<file path="config.mk">
export PLATFORM = sky130hd
export DESIGN_NAME = wb8_cmd_initiator_flat
export DESIGN_NICKNAME = d
export VERILOG_FILES = /design/src/rtl/wb8_cmd_initiator_if.sv /design/src/rtl/wb8_cmd_initiator.sv /design/src/flat_wrapper.sv
export SDC_FILE = /design/constraint.sdc
export NUM_CORES = 1
export LEC_CHECK = 0
export CAP_MARGIN = 20
export CORE_ASPECT_RATIO = 0.5
export CORE_UTILIZATION = 40
export CTS_BUF_LIST = sky130_fd_sc_hd__clkbuf_4 sky130_fd_sc_hd__clkbuf_8 sky130_fd_sc_hd__clkbuf_16
export DETAILED_ROUTE_END_ITERATION = 12
export DONT_BUFFER_PORTS = 1
export SLEW_MARGIN = 10
export SYNTH_ARGS = -nofsm -noshare
export SYNTH_HDL_FRONTEND = slang
export SYNTH_SLANG_ARGS = --single-unit
export TNS_END_PERCENT = 50
</file>
<file path="constraint.sdc">
create_clock -name I_wb_clk -period 2.47 [get_ports I_wb_clk]
set_input_delay 0.494 -clock I_wb_clk [delete_from_list [all_inputs] [get_ports I_wb_clk]]
set_output_delay 0.494 -clock I_wb_clk [all_outputs]
set_load 0.03 [all_outputs]
</file>
<file path="src/rtl/wb8_cmd_initiator_if.sv">
// Command/response byte streams and wb8 initiator bus bundle.
// The master modport is the initiator's own view of these signals.
interface wb8_cmd_initiator_if;
  logic [7:0]  I_cmd_dat;
  logic        I_cmd_valid;
  logic        O_cmd_ready;
  logic [7:0]  O_rsp_dat;
  logic        O_rsp_valid;
  logic        I_rsp_ready;
  logic [31:0] O_wb_adr;
  logic [7:0]  O_wb_dat;
  logic [7:0]  I_wb_dat;
  logic        O_wb_cyc;
  logic        O_wb_stb;
  logic        O_wb_we;
  logic        I_wb_ack;
  logic        I_wb_stall;

  modport master (
    input  I_cmd_dat, I_cmd_valid,
    output O_cmd_ready,
    output O_rsp_dat, O_rsp_valid,
    input  I_rsp_ready,
    output O_wb_adr, O_wb_dat,
    output O_wb_cyc, O_wb_stb, O_wb_we,
    input  I_wb_dat, I_wb_ack, I_wb_stall
  );

  modport slave (
    output I_cmd_dat, I_cmd_valid,
    input  O_cmd_ready,
    input  O_rsp_dat, O_rsp_valid,
    output I_rsp_ready,
    input  O_wb_adr, O_wb_dat,
    input  O_wb_cyc, O_wb_stb, O_wb_we,
    output I_wb_dat, I_wb_ack, I_wb_stall
  );
endinterface

</file>
<file path="src/rtl/wb8_cmd_initiator.sv">
// Byte-stream driven wb8 bus initiator (debug/loader bridge).
// Decodes write/read command frames, runs one bus cycle, returns status.
module wb8_cmd_initiator #(
  parameter int unsigned TIMEOUT_CYCLES = 1024
) (
  input  logic                  I_wb_clk,
  input  logic                  I_reset,
  wb8_cmd_initiator_if.master   bus
);

  typedef enum logic [2:0] {
    S_IDLE,
    S_ADDR,
    S_DATA,
    S_BUS_REQ,
    S_BUS_WAIT,
    S_RSP_STATUS,
    S_RSP_DATA
  } state_e;

  localparam logic [15:0] TMO_LAST = 16'(TIMEOUT_CYCLES - 1);
  localparam logic [7:0]  ST_OK    = 8'h00;
  localparam logic [7:0]  ST_TMO   = 8'hFF;
  localparam logic [7:0]  ST_BAD   = 8'hFE;

  state_e      state_q, state_d;
  logic [1:0]  cnt_q, cnt_d;
  logic [31:0] addr_q, addr_d;
  logic [7:0]  wdat_q, wdat_d;
  logic        is_wr_q, is_wr_d;
  logic        is_rd_q, is_rd_d;
  logic [7:0]  status_q, status_d;
  logic [7:0]  rdata_q, rdata_d;
  logic [15:0] tmo_q, tmo_d;
  logic [31:0] wb_adr_q, wb_adr_d;
  logic [7:0]  wb_dat_q, wb_dat_d;
  logic        cyc_q, cyc_d;
  logic        stb_q, stb_d;
  logic        we_q, we_d;
  logic        cmd_ready_q, cmd_ready_d;
  logic        rsp_valid_q, rsp_valid_d;
  logic [7:0]  rsp_dat_q, rsp_dat_d;

  logic cmd_xfer;
  logic rsp_xfer;
  logic start;
  logic done_ok;
  logic done_tmo;
  logic tmo_hit;

  always_comb begin
    state_d  = state_q;
    cnt_d    = cnt_q;
    addr_d   = addr_q;
    wdat_d   = wdat_q;
    is_wr_d  = is_wr_q;
    is_rd_d  = is_rd_q;
    status_d = status_q;
    rdata_d  = rdata_q;
    tmo_d    = tmo_q;
    wb_adr_d = wb_adr_q;
    wb_dat_d = wb_dat_q;
    cyc_d    = cyc_q;
    stb_d    = stb_q;
    we_d     = we_q;
    start    = 1'b0;
    done_ok  = 1'b0;
    done_tmo = 1'b0;
    cmd_xfer = bus.I_cmd_valid && cmd_ready_q;
    rsp_xfer = rsp_valid_q && bus.I_rsp_ready;
    tmo_hit  = (tmo_q == TMO_LAST);

    unique case (state_q)
      S_IDLE: begin
        if (cmd_xfer) begin
          is_wr_d = (bus.I_cmd_dat == 8'h01);
          is_rd_d = (bus.I_cmd_dat == 8'h02);
          if (bus.I_cmd_dat == 8'h01 ||
              bus.I_cmd_dat == 8'h02) begin
            cnt_d   = 2'd0;
            state_d = S_ADDR;
          end else begin
            status_d = ST_BAD;
            state_d  = S_RSP_STATUS;
          end
        end
      end
      S_ADDR: begin
        if (cmd_xfer) begin
          addr_d = {bus.I_cmd_dat, addr_q[31:8]};
          cnt_d  = cnt_q + 2'd1;
          if (cnt_q == 2'd3) begin
            if (is_wr_q) state_d = S_DATA;
            else         start   = 1'b1;
          end
        end
      end
      S_DATA: begin
        if (cmd_xfer) begin
          wdat_d = bus.I_cmd_dat;
          start  = 1'b1;
        end
      end
      S_BUS_REQ: begin
        tmo_d = tmo_q + 16'd1;
        // An ACK only counts in the cycle the request is accepted.
        if (!bus.I_wb_stall && bus.I_wb_ack) begin
          done_ok = 1'b1;
        end else if (tmo_hit) begin
          done_tmo = 1'b1;
        end else if (!bus.I_wb_stall) begin
          stb_d   = 1'b0;
          state_d = S_BUS_WAIT;
        end
      end
      S_BUS_WAIT: begin
        tmo_d = tmo_q + 16'd1;
        if (bus.I_wb_ack) done_ok  = 1'b1;
        else if (tmo_hit) done_tmo = 1'b1;
      end
      S_RSP_STATUS: begin
        if (rsp_xfer) begin
          if (is_rd_q &&
              (status_q == ST_OK || status_q == ST_TMO))
            state_d = S_RSP_DATA;
          else
            state_d = S_IDLE;
        end
      end
      S_RSP_DATA: begin
        if (rsp_xfer) state_d = S_IDLE;
      end
      default: state_d = S_IDLE;
    endcase

    if (start) begin
      state_d  = S_BUS_REQ;
      tmo_d    = 16'd0;
      cyc_d    = 1'b1;
      stb_d    = 1'b1;
      we_d     = is_wr_q;
      wb_adr_d = addr_d;
      wb_dat_d = wdat_d;
    end

    if (done_ok || done_tmo) begin
      state_d  = S_RSP_STATUS;
      cyc_d    = 1'b0;
      stb_d    = 1'b0;
      we_d     = 1'b0;
      status_d = done_ok ? ST_OK : ST_TMO;
      rdata_d  = done_ok ? bus.I_wb_dat : 8'h00;
    end

    // Handshake outputs are registered from the next state.
    cmd_ready_d = (state_d == S_IDLE) ||
                  (state_d == S_ADDR) ||
                  (state_d == S_DATA);
    rsp_valid_d = (state_d == S_RSP_STATUS) ||
                  (state_d == S_RSP_DATA);
    rsp_dat_d   = rsp_dat_q;
    if (state_d == S_RSP_STATUS)    rsp_dat_d = status_d;
    else if (state_d == S_RSP_DATA) rsp_dat_d = rdata_d;
  end

  always_ff @(posedge I_wb_clk) begin
    if (I_reset) begin
      state_q     <= S_IDLE;
      cnt_q       <= '0;
      addr_q      <= '0;
      wdat_q      <= '0;
      is_wr_q     <= 1'b0;
      is_rd_q     <= 1'b0;
      status_q    <= '0;
      rdata_q     <= '0;
      tmo_q       <= '0;
      wb_adr_q    <= '0;
      wb_dat_q    <= '0;
      cyc_q       <= 1'b0;
      stb_q       <= 1'b0;
      we_q        <= 1'b0;
      cmd_ready_q <= 1'b0;
      rsp_valid_q <= 1'b0;
      rsp_dat_q   <= '0;
    end else begin
      state_q     <= state_d;
      cnt_q       <= cnt_d;
      addr_q      <= addr_d;
      wdat_q      <= wdat_d;
      is_wr_q     <= is_wr_d;
      is_rd_q     <= is_rd_d;
      status_q    <= status_d;
      rdata_q     <= rdata_d;
      tmo_q       <= tmo_d;
      wb_adr_q    <= wb_adr_d;
      wb_dat_q    <= wb_dat_d;
      cyc_q       <= cyc_d;
      stb_q       <= stb_d;
      we_q        <= we_d;
      cmd_ready_q <= cmd_ready_d;
      rsp_valid_q <= rsp_valid_d;
      rsp_dat_q   <= rsp_dat_d;
    end
  end

  assign bus.O_cmd_ready = cmd_ready_q;
  assign bus.O_rsp_valid = rsp_valid_q;
  assign bus.O_rsp_dat   = rsp_dat_q;
  assign bus.O_wb_adr    = wb_adr_q;
  assign bus.O_wb_dat    = wb_dat_q;
  assign bus.O_wb_cyc    = cyc_q;
  assign bus.O_wb_stb    = stb_q;
  assign bus.O_wb_we     = we_q;

endmodule

</file>
<file path="src/flat_wrapper.sv">
// flat-port wrapper written by rule: the top's interface ports become plain ports
module wb8_cmd_initiator_flat 
#(
  parameter int unsigned TIMEOUT_CYCLES = 1024
)
  (I_wb_clk, I_reset, bus_I_cmd_dat, bus_I_cmd_valid, bus_O_cmd_ready, bus_O_rsp_dat, bus_O_rsp_valid, bus_I_rsp_ready, bus_O_wb_adr, bus_O_wb_dat, bus_O_wb_cyc, bus_O_wb_stb, bus_O_wb_we, bus_I_wb_dat, bus_I_wb_ack, bus_I_wb_stall);
  wb8_cmd_initiator_if bus_i ();
  input  logic I_wb_clk;
  input  logic I_reset;
  input wire logic [$bits(bus_i.I_cmd_dat)-1:0] bus_I_cmd_dat;
  input wire logic [$bits(bus_i.I_cmd_valid)-1:0] bus_I_cmd_valid;
  output wire logic [$bits(bus_i.O_cmd_ready)-1:0] bus_O_cmd_ready;
  output wire logic [$bits(bus_i.O_rsp_dat)-1:0] bus_O_rsp_dat;
  output wire logic [$bits(bus_i.O_rsp_valid)-1:0] bus_O_rsp_valid;
  input wire logic [$bits(bus_i.I_rsp_ready)-1:0] bus_I_rsp_ready;
  output wire logic [$bits(bus_i.O_wb_adr)-1:0] bus_O_wb_adr;
  output wire logic [$bits(bus_i.O_wb_dat)-1:0] bus_O_wb_dat;
  output wire logic [$bits(bus_i.O_wb_cyc)-1:0] bus_O_wb_cyc;
  output wire logic [$bits(bus_i.O_wb_stb)-1:0] bus_O_wb_stb;
  output wire logic [$bits(bus_i.O_wb_we)-1:0] bus_O_wb_we;
  input wire logic [$bits(bus_i.I_wb_dat)-1:0] bus_I_wb_dat;
  input wire logic [$bits(bus_i.I_wb_ack)-1:0] bus_I_wb_ack;
  input wire logic [$bits(bus_i.I_wb_stall)-1:0] bus_I_wb_stall;
  assign bus_i.I_cmd_dat = bus_I_cmd_dat;
  assign bus_i.I_cmd_valid = bus_I_cmd_valid;
  assign bus_O_cmd_ready = bus_i.O_cmd_ready;
  assign bus_O_rsp_dat = bus_i.O_rsp_dat;
  assign bus_O_rsp_valid = bus_i.O_rsp_valid;
  assign bus_i.I_rsp_ready = bus_I_rsp_ready;
  assign bus_O_wb_adr = bus_i.O_wb_adr;
  assign bus_O_wb_dat = bus_i.O_wb_dat;
  assign bus_O_wb_cyc = bus_i.O_wb_cyc;
  assign bus_O_wb_stb = bus_i.O_wb_stb;
  assign bus_O_wb_we = bus_i.O_wb_we;
  assign bus_i.I_wb_dat = bus_I_wb_dat;
  assign bus_i.I_wb_ack = bus_I_wb_ack;
  assign bus_i.I_wb_stall = bus_I_wb_stall;
  wb8_cmd_initiator #(.TIMEOUT_CYCLES(TIMEOUT_CYCLES)) u_core (.I_wb_clk(I_wb_clk), .I_reset(I_reset), .bus(bus_i));
endmodule
</file>
* Word level (Yosys, flattened, before mapping)
Index checks and enable logic that the tools add are counted. Widths: inputs -> output; s select.
Operators by class: add/subtract/negate cells 2, equality and inequality tests 21, mux-type cells 48, reductions and logical operators 24
Operators by type and width (number):
- $mux 8 | 11
- $mux 32 | 2
- $mux 3 | 13
- $pmux 3 s6 | 1
- $add 16x1->16 const B | 1
- $eq 16x10->1 const B | 1
- $eq 3x3->1 const B | 5
- $mux 1 | 14
- $ne 2x1->1 const B | 6
- $eq 3x2->1 const B | 3
- $eq 8x1->1 const B | 1
- $eq 8x2->1 const B | 1
- $eq 8x8->1 const B | 1
- $logic_not 8->1 | 1
- $reduce_and 4->1 | 2
- $reduce_or 2->1 | 4
- $eq 3x1->1 const B | 2
- $logic_not 3->1 | 2
- $logic_or 1x1->1 | 6
- $mux 2 | 3
- $pmux 1 s2 | 3
- $reduce_bool 2->1 | 3
- $logic_and 1x1->1 | 4
- $pmux 2 s2 | 1
- other kinds (4) | 4
Word-level totals: flip-flop bits (word level) 132, input bits 22, output and inout bits 53, word-level logic and storage cells 112

* Depth between registers and ports, before layout
depth after elaboration 11, mapped depth 9, mapped depth without buffers 8

* Worst setup path after synthesis
OpenSTA, ideal clock, no wires.
kind register to register, from reg u_core.tmo_q[0], to reg u_core.rsp_dat_q[5] (netlist: u_core.bus.O_rsp_dat[5]), setup time 0.114 ns, arrival time 2.024 ns, slack 0.332 ns, stages on the path, launching flop included 10, buffers on the path 1, period minus slack after synthesis 2.138 ns, path through dfxtp_1 > ha_1 > or4b_1 > nand4bb_4 > nand3_2 > and4_4 > nor2_2 > buf_6 > a22o_2 > a21o_1
Between the ends: cells in the longest elaborated chain, start to end 8, elaborated cells on any way between the ends 18
Ends and longest elaborated chain:
- start: declaration | line wb8_cmd_initiator.sv:34 | logic [15:0] tmo_q, tmo_d;
- start signal: assignment | line wb8_cmd_initiator.sv:194 | tmo_q <= tmo_d;
- $eq 16x10->1 * | line wb8_cmd_initiator.sv:71 | tmo_hit = (tmo_q == TMO_LAST);
- $mux 3 / $mux 1 (equally long branches) | line wb8_cmd_initiator.sv:109, wb8_cmd_initiator.sv:119
- $mux 3, or another cell as far along | line wb8_cmd_initiator.sv:107 | if (!bus.I_wb_stall && bus.I_wb_ack) begin
- $pmux 3 s6 / $pmux 1 s2 (equally long branches) | line wb8_cmd_initiator.sv:73 | unique case (state_q)
- $mux 3 / $logic_or 1x1->1 (equally long branches) | line wb8_cmd_initiator.sv:136, wb8_cmd_initiator.sv:146
- $mux 3 / $mux 8 (equally long branches) | line wb8_cmd_initiator.sv:146 | if (done_ok || done_tmo) begin
- $eq 3x3->1, or another cell as far along | line wb8_cmd_initiator.sv:162 | if (state_d == S_RSP_STATUS) rsp_dat_d = status_d;
- $mux 8 / $reduce_bool 2->1 (equally long branches)
- end signal: assignment | line wb8_cmd_initiator.sv:202 | rsp_dat_q <= rsp_dat_d;
- end: declaration | line wb8_cmd_initiator.sv:42 | logic [7:0] rsp_dat_q, rsp_dat_d;
Mark *: on every way between the ends. The rest lies on a longest branch, timed or not. The select of a mux whose other input is x is not followed. A chain may end at the register's enable or synchronous reset.

* Worst setup path in the final report
from reg u_core.tmo_q[1], to reg u_core.rsp_dat_q[2] (netlist: u_core.bus.O_rsp_dat[2])
The elaborated chain is that of the path after synthesis.

==> impl_metrics.env <==
export IMPL_fin_crit_sh_pct=96.1
export IMPL_min_period_ps=2370
export IMPL_cp_required_ps=2760
export IMPL_finish_utilization_pct=48.7
export IMPL_routed_wirelength_um=11200
export IMPL_synth_area_mm2=0.00502
export IMPL_clkSinkCount=132
export IMPL_total_power_mw=5.04
export IMPL_synth_ff_type="dfxtp_1"
export IMPL_startpoint_type="flop"
export IMPL_ys_ff_latch=132
export IMPL_die_h_um=81.2
export IMPL_finalHoldViolations=0
export IMPL_cts_tree="done"
export IMPL_finalSetupViolations=0
export IMPL_critical_path_max_fanout=7
export IMPL_drc=0
export IMPL_p_leak_nw=2.36
export IMPL_crit_path_max_incr_delay_ps=450
export IMPL_synth_edf_count=0
export IMPL_synth_seq_area_share_pct=52.6
export IMPL_min_to="u_core.bus.O_rsp_valid$_SDFF_PP0_"
export IMPL_design_core_area_mm2=0.0120
export IMPL_drt_iter0_drc=289
export IMPL_crit_buf_inv=1
export IMPL_row_count=28
export IMPL_drv_cap=0
export IMPL_power_density_mw_per_mm2=862
export IMPL_layout_common_cells="dfxtp_1 (130), nand2_1 (81), nor2_1 (59), a21oi_1 (43), o22a_1 (40)"
export IMPL_cts_path_max_buffers=2
export IMPL_path_delay_family="simple AND/OR/NAND/NOR gates"
export IMPL_globalRouteOverflowTotal=0
export IMPL_vias_per_cell=5.17
export IMPL_grt_pass1_vias=3439
export IMPL_dp_cells=677
export IMPL_r2r_end="u_core.bus.O_rsp_dat[2]$_SDFFE_PP0P_"
export IMPL_dieArea_mm2=0.0130
export IMPL_syn_area_per_cell_um2=9.48
export IMPL_clockRootBuffer="clkbuf_16"
export IMPL_final_common_cell="dfxtp_1"
export IMPL_clock_fmax_mhz=421
export IMPL_final_area_mm2=0.00585
export IMPL_synthArstFlopShare_pct=0
export IMPL_synth_cell_types=61
export IMPL_rr_startpoint="u_core.tmo_q[1]$_SDFFE_PP0N_"
export IMPL_fin_cells=714
export IMPL_postCtsHoldBufs=0
export IMPL_ys_warnings_count=0
export IMPL_num_vias=3689
export IMPL_insertion_delay_ps=410
export IMPL_drv_slew=0
export IMPL_worstPathCellList="ha_4 -> or4b_4 -> nand4bb_4 -> o211ai_1 -> nor3b_2 -> nor2_2 -> buf_6 -> mux2i_1 -> o21ai_1"
export IMPL_synthCells=530
export IMPL_final_nets=560
export IMPL_worstMarginPinSlew_ps=665
export IMPL_cts_clk_slew_worst_paths_ps=60
export IMPL_skew_ps=12.9
export IMPL_fin_setup_tns_ps=0
export IMPL_ios=75
export IMPL_drt_pass1_iterations=5
export IMPL_hp_start="I_reset"
export IMPL_drive_gt1_share_pct=14.0
export IMPL_slowest_stage="or4b_4"
export IMPL_r2r_slack_ps=100
export IMPL_io_buffers=0
export IMPL_holdPathStages=1
export IMPL_dpl_instance_area_mm2=0.00517
export IMPL_antennaDiodeCount=0
export IMPL_rsz0062_at_grt="yes"
export IMPL_area_growth_pct=16.5
export IMPL_worstSetupEndpointType="flop"
export IMPL_arrival_ps=2670
export IMPL_postRouteAntennaNets=0
export IMPL_status="finished clean"
export IMPL_place_hpwl_um=7470
export IMPL_gr_usage_all_layers_pct=18.1
export IMPL_vdd_drop_max_v=0.000429
export IMPL_crit_type="reg -> reg"
export IMPL_hold_path_class="in -> reg"
export IMPL_relSlewSlack_pct=55.7
export IMPL_start_util_pct=41.8
export IMPL_cts_buffers=17
export IMPL_post_drt_wl_per_cell_um=15.7
export IMPL_htree_levels=4
export IMPL_die_w_um=160
export IMPL_antenna_found_initial=0
export IMPL_rr_worst_depth=9
export IMPL_synth_nets=554
export IMPL_grt_pass1_wl_um=18300
export IMPL_grt_max_degree=69
export IMPL_routabilityCongestion=0.760
[worst max-delay path by stage]
stage | start | end | slack [ps] | depth (start not counted)
after floorplan | u_core.tmo_q[0]$_SDFFE_PP0N_ | u_core.bus.O_rsp_dat[5]$_SDFFE_PP0P_ | 330 | 9
after global placement | bus_I_cmd_dat[5] | u_core.bus.O_rsp_dat[4]$_SDFFE_PP0P_ | 200 | 8
after detailed placement | u_core.tmo_q[0]$_SDFFE_PP0N_ | u_core.bus.O_rsp_dat[2]$_SDFFE_PP0P_ | 120 | 9
after CTS | u_core.tmo_q[0]$_SDFFE_PP0N_ | u_core.bus.O_rsp_dat[2]$_SDFFE_PP0P_ | 110 | 9
after global routing | u_core.tmo_q[1]$_SDFFE_PP0N_ | u_core.bus.O_rsp_dat[2]$_SDFFE_PP0P_ | -30 | 9
final | u_core.tmo_q[1]$_SDFFE_PP0N_ | u_core.bus.O_rsp_dat[2]$_SDFFE_PP0P_ | 100 | 9
[cells by family after synthesis]
family / count (synthesis) / share of synthesized area [%]
adder cells (fa/ha/maj): 2 / 0.498
AO/OA/AOI/OAI: 128 / 18.2
flip-flops: 132 / 52.6
AND/OR/NAND/NOR: 201 / 19.2
XOR/XNOR: 16 / 2.79
multiplexers: 15 / 3.01
buffers and inverters: 36 / 3.74
[power breakdown]
group	total, mW	internal, mW	switching [mW]
sequential	2.23	2.17	0.0568
combinational	0.267	0.111	0.155
clock	2.55	1.59	0.962
total	5.04	3.87	1.17
[cell usage after synthesis, types with 3 or more instances]
cell type	instances	area share [%]
or4_1	3	0.45
nand2b_1	5	0.62
a21o_1	3	0.45
nand3_1	8	0.80
o22a_1	40	7.0
a22oi_1	10	1.5
o21ai_0	4	0.40
o21ai_1	6	0.60
mux2i_1	14	2.8
nand4_1	3	0.37
nand3b_1	3	0.45
nand2_1	81	6.1
nor3_1	4	0.40
buf_2	6	0.60
clkbuf_1	18	1.3
o21a_1	6	0.90
inv_1	4	0.30
xor2_1	9	1.6
nor2_1	62	4.6
nor2b_1	7	0.87
buf_6	4	0.90
and3_1	3	0.37
xnor2_1	7	1.2
a21oi_1	43	4.3
dfxtp_1	132	53
[flip-flops by register name, summed over array words and instances (netlist names)]
register,flops
u_core.is_rd_q,1
u_core.bus.O_wb_cyc,1
u_core.bus.O_cmd_ready,1
u_core.bus.O_rsp_valid,1
u_core.addr_q,32
u_core.rdata_q,8
u_core.bus.O_wb_stb,1
u_core.state_q,3
u_core.bus.O_wb_we,1
u_core.is_wr_q,1
u_core.bus.O_wb_dat,8
u_core.cnt_q,2
u_core.tmo_q,16
u_core.bus.O_wb_adr,32
u_core.wdat_q,8
u_core.status_q,8
u_core.bus.O_rsp_dat,8
[layer usage]
metal / global-route usage [%] / vias up / wire [um]
li1: - / 1883 / -
met1: 23.8 / 1743 / 5470
met2: 28.2 / 56 / 5070
met3: 6.13 / 7 / 611
met4: 5.52 / 0 / 82
met5: 0 / - / 0
[stage by stage]
step / worst slack [ps] / hold WS [ps]
after floorplan: 332 / 441
after global placement: 203 / 445
after detailed placement: 122 / 450
after CTS: 107 / 153
after global routing: -29.2 / 152
final: 96.3 / 166
[final cells by class]
class,count,area (um2)
sequential,132,2650
clock buffer,20,467
clock inverter,12,144
multi-input combinational,362,2220
inverter,4,15.0
timing repair buffer,19,146
fill,1123,6170
tap,165,206
[what timing repair did]
action,CTS,global route
resized for setup,0,10
setup buffers,0,5
setup endpoints to repair,0,7
No activity file was read; power rests on OpenSTA's default activity.
